`config.mk`:
```
export PLATFORM = sky130hd
export DESIGN_NAME = exec_store_arbiter_flat
export DESIGN_NICKNAME = d
export VERILOG_FILES = /design/src/rtl/exec_store_arbiter_if.sv /design/src/rtl/exec_store_arbiter.sv /design/src/flat_wrapper.sv
export SDC_FILE = /design/constraint.sdc
export NUM_CORES = 1
export LEC_CHECK = 0
export BUFFER_PORTS_ARGS = -buffer_cell sky130_fd_sc_hd__buf_2
export CAP_MARGIN = 20
export CORE_AREA = 2 2 398 400
export CTS_CLUSTER_DIAMETER = 80
export DETAILED_ROUTE_END_ITERATION = 12
export DIE_AREA = 0 0 400 402
export MAX_ROUTING_LAYER = met4
export PLACE_DENSITY_LB_ADDON = 0.1
export REMOVE_ABC_BUFFERS = 1
export SLEW_MARGIN = 40
export SYNTH_ARGS = -nofsm -noshare
export SYNTH_HDL_FRONTEND = slang
export SYNTH_SLANG_ARGS = --single-unit
```
`constraint.sdc`:
```
create_clock -name clk -period 2.6 [get_ports clk]
set_input_delay 0.52 -clock clk [delete_from_list [all_inputs] [get_ports clk]]
set_output_delay 0.52 -clock clk [all_outputs]
set_load 0.1 [all_outputs]
```
`src/rtl/exec_store_arbiter_if.sv`:
```
// rtl/exec_store_arbiter_if.sv - requester/store-stage bundle for the execute-to-store slot arbiter
interface exec_store_arbiter_if #(
  parameter int NUM_REQ  = 3,
  parameter int PACKET_W = 256
);
  logic [NUM_REQ-1:0]          req_valid;
  logic [NUM_REQ*PACKET_W-1:0] req_data;
  logic [NUM_REQ-1:0]          req_accept;
  logic                        out_busy;
  logic [PACKET_W-1:0]         out_data;
  logic                        out_recv;
  logic                        pc_done;
  logic                        barrier_active;
  logic                        protocol_err;

  modport master (
    output req_valid, req_data, out_recv, pc_done,
    input  req_accept, out_busy, out_data, barrier_active, protocol_err
  );

  modport slave (
    input  req_valid, req_data, out_recv, pc_done,
    output req_accept, out_busy, out_data, barrier_active, protocol_err
  );
endinterface

```
`src/rtl/exec_store_arbiter.sv`:
```
// rtl/exec_store_arbiter.sv - round-robin execute-to-store slot arbiter with PC-write barrier
module exec_store_arbiter #(
  parameter int NUM_REQ         = 3,
  parameter int PACKET_W        = 256,
  parameter int STORE_TO_PC_BIT = 0,
  parameter int PTR_W           = 2
) (
  input logic                 clk,
  input logic                 reset_n,
  exec_store_arbiter_if.slave bus
);

  logic [PTR_W-1:0]    rr_ptr;
  logic [PTR_W-1:0]    rr_next;
  logic [PTR_W-1:0]    winner;
  logic [NUM_REQ-1:0]  accept;
  logic [PACKET_W-1:0] win_data;
  logic [PACKET_W-1:0] out_data;
  logic                out_busy;
  logic                barrier_active;
  logic                protocol_err;
  logic                slot_free;
  logic                grant_en;
  logic                grant;
  logic                recv_err;
  logic                pc_err;
  int                  idx;

  // Gating with reset_n keeps req_accept low while reset is held.
  assign slot_free = !out_busy || bus.out_recv;
  assign grant_en  = reset_n && slot_free && !barrier_active && (bus.req_valid != '0);
  assign recv_err  = bus.out_recv && !out_busy;
  assign pc_err    = bus.pc_done && !barrier_active;

  always_comb begin
    accept   = '0;
    winner   = '0;
    win_data = '0;
    grant    = 1'b0;
    idx      = 0;
    for (int k = 0; k < NUM_REQ; k++) begin
      idx = (int'(rr_ptr) + k) % NUM_REQ;
      if (grant_en && !grant && bus.req_valid[idx]) begin
        grant       = 1'b1;
        accept[idx] = 1'b1;
        winner      = PTR_W'(idx);
        win_data    = bus.req_data[idx*PACKET_W +: PACKET_W];
      end
    end
  end

  assign rr_next = (int'(winner) == NUM_REQ - 1) ? '0 : winner + PTR_W'(1);

  always_ff @(posedge clk or negedge reset_n) begin
    if (!reset_n) begin
      out_busy       <= 1'b0;
      out_data       <= '0;
      rr_ptr         <= '0;
      barrier_active <= 1'b0;
      protocol_err   <= 1'b0;
    end else begin
      if (grant) begin
        out_data <= win_data;
        out_busy <= 1'b1;
        rr_ptr   <= rr_next;
        if (win_data[STORE_TO_PC_BIT]) begin
          barrier_active <= 1'b1;
        end
      end else if (bus.out_recv) begin
        out_busy <= 1'b0;
      end
      // The barrier blocks grants, so a clear can never race a new arm.
      if (bus.pc_done && barrier_active) begin
        barrier_active <= 1'b0;
      end
      if (recv_err || pc_err) begin
        protocol_err <= 1'b1;
      end
    end
  end

  assign bus.req_accept     = accept;
  assign bus.out_busy       = out_busy;
  assign bus.out_data       = out_data;
  assign bus.barrier_active = barrier_active;
  assign bus.protocol_err   = protocol_err;

endmodule

```
`src/flat_wrapper.sv`:
```
// flat-port wrapper written by rule: the top's interface ports become plain ports
module exec_store_arbiter_flat 
#(
  parameter int NUM_REQ         = 3,
  parameter int PACKET_W        = 256,
  parameter int STORE_TO_PC_BIT = 0,
  parameter int PTR_W           = 2
)
  (clk, reset_n, bus_req_valid, bus_req_data, bus_out_recv, bus_pc_done, bus_req_accept, bus_out_busy, bus_out_data, bus_barrier_active, bus_protocol_err);
  exec_store_arbiter_if #(.NUM_REQ(NUM_REQ), .PACKET_W(PACKET_W)) bus_i ();
  input logic clk;
  input logic reset_n;
  input wire logic [$bits(bus_i.req_valid)-1:0] bus_req_valid;
  input wire logic [$bits(bus_i.req_data)-1:0] bus_req_data;
  input wire logic [$bits(bus_i.out_recv)-1:0] bus_out_recv;
  input wire logic [$bits(bus_i.pc_done)-1:0] bus_pc_done;
  output wire logic [$bits(bus_i.req_accept)-1:0] bus_req_accept;
  output wire logic [$bits(bus_i.out_busy)-1:0] bus_out_busy;
  output wire logic [$bits(bus_i.out_data)-1:0] bus_out_data;
  output wire logic [$bits(bus_i.barrier_active)-1:0] bus_barrier_active;
  output wire logic [$bits(bus_i.protocol_err)-1:0] bus_protocol_err;
  assign bus_i.req_valid = bus_req_valid;
  assign bus_i.req_data = bus_req_data;
  assign bus_i.out_recv = bus_out_recv;
  assign bus_i.pc_done = bus_pc_done;
  assign bus_req_accept = bus_i.req_accept;
  assign bus_out_busy = bus_i.out_busy;
  assign bus_out_data = bus_i.out_data;
  assign bus_barrier_active = bus_i.barrier_active;
  assign bus_protocol_err = bus_i.protocol_err;
  exec_store_arbiter #(.NUM_REQ(NUM_REQ), .PACKET_W(PACKET_W), .STORE_TO_PC_BIT(STORE_TO_PC_BIT), .PTR_W(PTR_W)) u_core (.clk(clk), .reset_n(reset_n), .bus(bus_i));
endmodule
```
# ---- Yosys cells after proc, flatten, opt, wreduce, memory -nomap -nowiden
# Index checks and enable logic that the tools add are counted.
dict set report word_totals {
  latchBits 0
  mem_bits_rw 0
  regBits 261
  romBits 0
  output_inout_bits 262
  memories 0
  input_bits 775
}
dict set report classes {
  addsub 3
  n_shift 3
  mul 0
  n_div 3
  order_cmp 6
  n_eq_ne 1
  muxes 33
  n_reduce_logical 25
  bitwise_logic 2
}
# operator count
set ops {}
lappend ops {{$shiftx A768 B32 Y256} 3}
lappend ops {{$mux W256} 3}
lappend ops {{$ge A32 B1 Y1 const B} 3}
lappend ops {{$lt A32 B4 Y1 const B} 3}
lappend ops {{$mod A32 B3 Y32 const B} 2}
lappend ops {{$mod A3 B3 Y32 const B} 1}
lappend ops {{$mux W1} 17}
lappend ops {{$logic_and A1 B1 Y1} 14}
lappend ops {{$mux W3} 3}
lappend ops {{$mux W2} 4}
lappend ops {{$bmux W1 S2} 3}
lappend ops {{$demux W1 S2} 3}
lappend ops {{$or A3 B3 Y3} 2}
lappend ops {{$reduce_bool A2 Y1} 3}
lappend ops {{$logic_not A1 Y1} 4}
lappend ops {{$add A2 B1 Y3 const B} 1}
lappend ops {{$add A2 B2 Y3 const B} 1}
lappend ops {{$reduce_bool A3 Y1} 1}
lappend ops {{$add A2 B1 Y2 const B} 1}
lappend ops {{$eq A2 B2 Y1 const B} 1}
lappend ops {{$logic_or A1 B1 Y1} 2}
lappend ops {{$reduce_and A2 Y1} 1}

# ---- Longest topological paths before layout
dict set report depth {
  depth_word 18
  depth_mapped 12
  mapped_depth_nobuf 9
}

# ---- Worst setup path after synthesis
# No wires, ideal clock.
dict set report synth_timing {
  path_kind {register to output}
  from {reg u_core.rr_ptr[0]}
  to {out bus_req_accept[2]}
  t_arrival_ns 3.954
  path_buffers 4
  slack_ns -1.874
  stages_incl_launch_ff 11
  cell_sequence {dfrtp_1 -> inv_1 -> ha_1 -> buf_6 -> mux2i_1 -> a31oi_1 -> o21a_1 -> buf_2 -> clkbuf_1 -> buf_2 -> o21ai_0}
}
dict set report synth_between {
  elab_chain_cells 14
  elab_cells_between_ends 43
}
# element line
set synth_lines {}
lappend synth_lines {{start: declaration} exec_store_arbiter.sv:13} ;# logic [PTR_W-1:0] rr_ptr;
lappend synth_lines {{start signal: assignment} exec_store_arbiter.sv:65} ;# rr_ptr <= rr_next;
lappend synth_lines {{branches (longest 13 deep; another with $mod A32 B3 Y32)} -}
lappend synth_lines {{$mux W3 *} exec_store_arbiter.sv:43} ;# if (grant_en && !grant && bus.req_valid[idx]) begin
lappend synth_lines {{end: declaration} flat_wrapper.sv:17} ;# output wire logic [$bits(bus_i.req_accept)-1:0] bus_req_accept;
# Mark *: on every way between the ends. The select of a mux whose other input is x is not followed.

# ---- Worst setup path in the final report
dict set report layout_timing {
  from {reg u_core.rr_ptr[0]}
  to {out bus_req_accept[0]}
}
# Same word-level chain as after synthesis.

==> run summary <==
Synth area leaders: dfrtp_1, mux2i_1, a21oi_1
Ports: 1037
FF/Latch Area: 6531 um2
Row cnt: 146
CTS clk-pin slew, worst paths: 0.05 ns
Pre-Repair DR Iteration Count: 5
Flops & latches, synth: 261
Vias per cell: 5.378
CTS tree: yes
Status: complete, but fails checks
Nets: 5742
Residual DRC: 0
Area Overhead vs Synth: 49.75%
CTS Hold Bufs: 0
Placer congestion estimate: 0.8547
Vias: 38166
Multi-input gate area: 24240 um2
Vias in the first global route: 37662
Shortest period the worst path allows: 3.125 ns
Gr usage total: 23.53%
Share of layout cells above drive strength 1: 40.45%
Worst-path fanout max: 6
Chip height: 402 um
Final Util: 29.19%
Final worst setup slack: -0.5245 ns
Worst Max-Slew Pin Slew: 1.050 ns
Setup crit end kind: output pin
Path depth of the worst reg2reg path: 15
Clock buffer count from CTS: 47
Met3 GRT Util: 3.017%
Final WL: 195800 um
Global Route met2 Usage: 38.55%
Fill cell count: 17020
Crit path from: u_core.rr_ptr[0]$_DFFE_PN0P_
Worst path slowest cell: dfrtp_1
Detailed Place HPWL: 132200 um
Maxcap violations: 0
Setup CP Type: reg -> out
Slew HR: 30.03%
Initial antenna violation count: 45
Fin Clk Skew: 0.01652 ns
Average wire per standard cell: 27.58 um
Netlist cell types: 53
Root buf cell: clkbuf_16
Die Width: 400 um
Port buffer count: 1036
Max Root-Sink Buffers: 3
Ys flop type: dfrtp_1
Post-route ant nets: 0
Post-route clock period utilization: 120.2%
Async SR Flop Fraction: 100.0%
R2r setup slk: -0.38 ns
Cell area after layout: 45860 um2
RSZ-0062 raised after global routing: true
Setup violators final: 239
Mapped cell area: 30630 um2
Leading area contributor after synthesis: dfrtp_1
Post-Synthesis Mean Instance Area: 7.715 um2
Worst Path Required: 2.08 ns
Reg2reg start: u_core.rr_ptr[0]$_DFFE_PN0P_
Final Hold Vio Count: 0
Failing checks: negative setup slack
Placeable core region: 157100 um2
RR Endpoint: u_core.bus.out_data[240]$_DFFE_PN0P_
CP endpoint: bus_req_accept[0]
Starting DRC count in detailed routing: 2565
Post-synth EDFFs: 0
Crit path cell chain: inv_2, buf_6, ha_4, mux2i_4, buf_4, mux2i_4, a222oi_1, buf_4, nor2_4, buf_12
Post-synthesis sequential area ratio: 21.33%
Max-slew violation count: 0
Met1 GRT Util: 30.64%
Clk sinks: 261
Top achievable clock speed: 0.3200 GHz
Pin count of the biggest net entering global routing: 115
Clk_lat worst skew: 0.61 ns
Synth warnings: 0
First-pass GRT wire length: 275800 um
Hold Crit Class: in -> async
Starting Density: 19.50%
CP startpoint kind: flip-flop
Die Area: 160800 um2
Signal arrival time at the worst endpoint: 2.60 ns
Post-synth top area share: 21.33%
Post-Syn Instances: 3970
CP peak stage delay: 0.39 ns
CTS H-tree lvls: 2
Layer with the highest usage: met2
Grt ovf: 0
Placed Instance Area: 40130 um2
[cells in the final DEF, fill, tap and decap left out, drive strengths merged, types with 2 or more instances in the layout]
master / Yosys / routed
inv: 7 / 9
nor4: 109 / 109
buf: 188 / 1415
a22oi: 234 / 234
a21o: 3 / 3
or2: 2 / 2
o211ai: 6 / 6
or4: 127 / 127
o21a: 2 / 2
nand2: 286 / 286
or3: 4 / 4
ha: 9 / 9
a221oi: 2 / 2
clkinv: 0 / 7
o311ai: 109 / 109
bufbuf: 0 / 3
clkbuf: 295 / 72
o211a: 2 / 2
a21oi: 552 / 552
nor2: 412 / 412
clkinvlp: 0 / 2
nand4: 18 / 18
and4b: 2 / 2
nor2b: 5 / 5
o2bb2ai: 111 / 111
mux2i: 539 / 539
mux2: 233 / 233
dfrtp: 261 / 261
bufinv: 0 / 6
diode: 0 / 31
o21ai: 170 / 170
o22a: 109 / 109
a32oi: 3 / 3
nand3: 6 / 6
o22ai: 141 / 141
a31oi: 2 / 2
nand2b: 7 / 7
[final cells by class]
class	instances	area share, %
diodes	31	0.1691
clock buffers	68	3.004
clock inverters	17	0.5402
inverters	7	0.07366
multi-input cells	3219	52.85
flip-flops and latches	261	14.24
well taps	2072	5.653
repair buffers	1422	23.48
[synth_stat cells (2+ instances only)]
library cell,number
a32oi_1,3
nand2_1,286
nor2b_1,5
o311ai_1,109
nor2_1,412
nand4_1,18
a221oi_1,2
nand2b_1,7
dfrtp_1,261
o22a_1,109
nand3_1,6
or3_1,4
ha_1,9
mux2i_1,539
mux2_2,233
o22ai_1,141
or4_1,127
o2bb2ai_1,111
buf_2,117
o21a_1,2
a21o_1,3
inv_1,7
nor4_1,109
clkbuf_1,295
a21oi_1,552
o211a_1,2
and4b_1,2
buf_4,4
buf_1,66
o21ai_0,169
a22oi_1,234
o211ai_1,5
[critical path: cells and delay by family, from the launching register on]
family | cells | cell delay [ns]
buffers and inverters | 5 | 0.70
flip-flops | 1 | 0.39
AO/OA/AOI/OAI | 1 | 0.34
multiplexers | 2 | 0.32
adder cells (fa/ha/maj) | 1 | 0.19
AND/OR/NAND/NOR | 1 | 0.04
[kinds of logic (layout without fill, tap and decap cells)]
group | Yosys count | after routing | synth area share, %
compound gates | 1455 | 1455 | 30.66
simple gates | 983 | 983 | 14.91
mux | 772 | 772 | 26.18
buf+inv | 490 | 1514 | 6.557
flops | 261 | 261 | 21.33
fa+ha+maj | 9 | 9 | 0.3677
other cells | 0 | 31 | 0
[worst min path at each step]
stage | start | cells past startpoint | endpoint
CTS | reset_n | 2 | u_core.bus.out_data[213]$_DFFE_PN0P_
floorplan | reset_n | 0 | u_core.bus.barrier_active$_DFFE_PN0P_
finish | reset_n | 2 | u_core.bus.out_data[22]$_DFFE_PN0P_
global placement | u_core.bus.protocol_err$_DFFE_PN0P_ | 1 | u_core.bus.protocol_err$_DFFE_PN0P_
global route | reset_n | 2 | u_core.bus.out_data[220]$_DFFE_PN0P_
detailed placement | u_core.bus.protocol_err$_DFFE_PN0P_ | 1 | u_core.bus.protocol_err$_DFFE_PN0P_
[state kept, by name (all words and copies together), names as in the netlist]
name and flops:
u_core.bus.protocol_err 1, u_core.bus.out_data 256, u_core.bus.out_busy 1, u_core.bus.barrier_active 1, u_core.rr_ptr 2
[per-layer routing]
metal	part of all wire, %	vias to the layer above
met3	5.5	208
met4	2.4	0
met1	44	19227
li1	-	17303
met5	0	-
met2	48	1428
[stage by stage]
| step | hold WS (ns) | worst slack, ns | TNS, ns | std cells |
|---|---|---|---|---|
| finish | 0.05951 | -0.5245 | -52.72 | 7097 |
| CTS | 0.01793 | -0.5609 | -47.46 | 7045 |
| floorplan | 0.2244 | -55.26 | - | 3487 |
| global placement | 0.4830 | -0.1899 | -21.44 | 6884 |
| global route | 0.06894 | -0.6181 | -70.28 | 7094 |
| detailed placement | 0.4815 | -0.1812 | -21.49 | 6884 |
[timing repair]
action | 4_1_cts | 5_1_grt
endpoints found under the setup margin | 235 | 246
pin swaps | 366 | 92
gates cloned | 30 | 4
buffers inserted | 48 | 31
resized for setup | 265 | 229
Power is not shown: default switching activity piles up to over one toggle a cycle in this logic, so the estimate is an artifact.
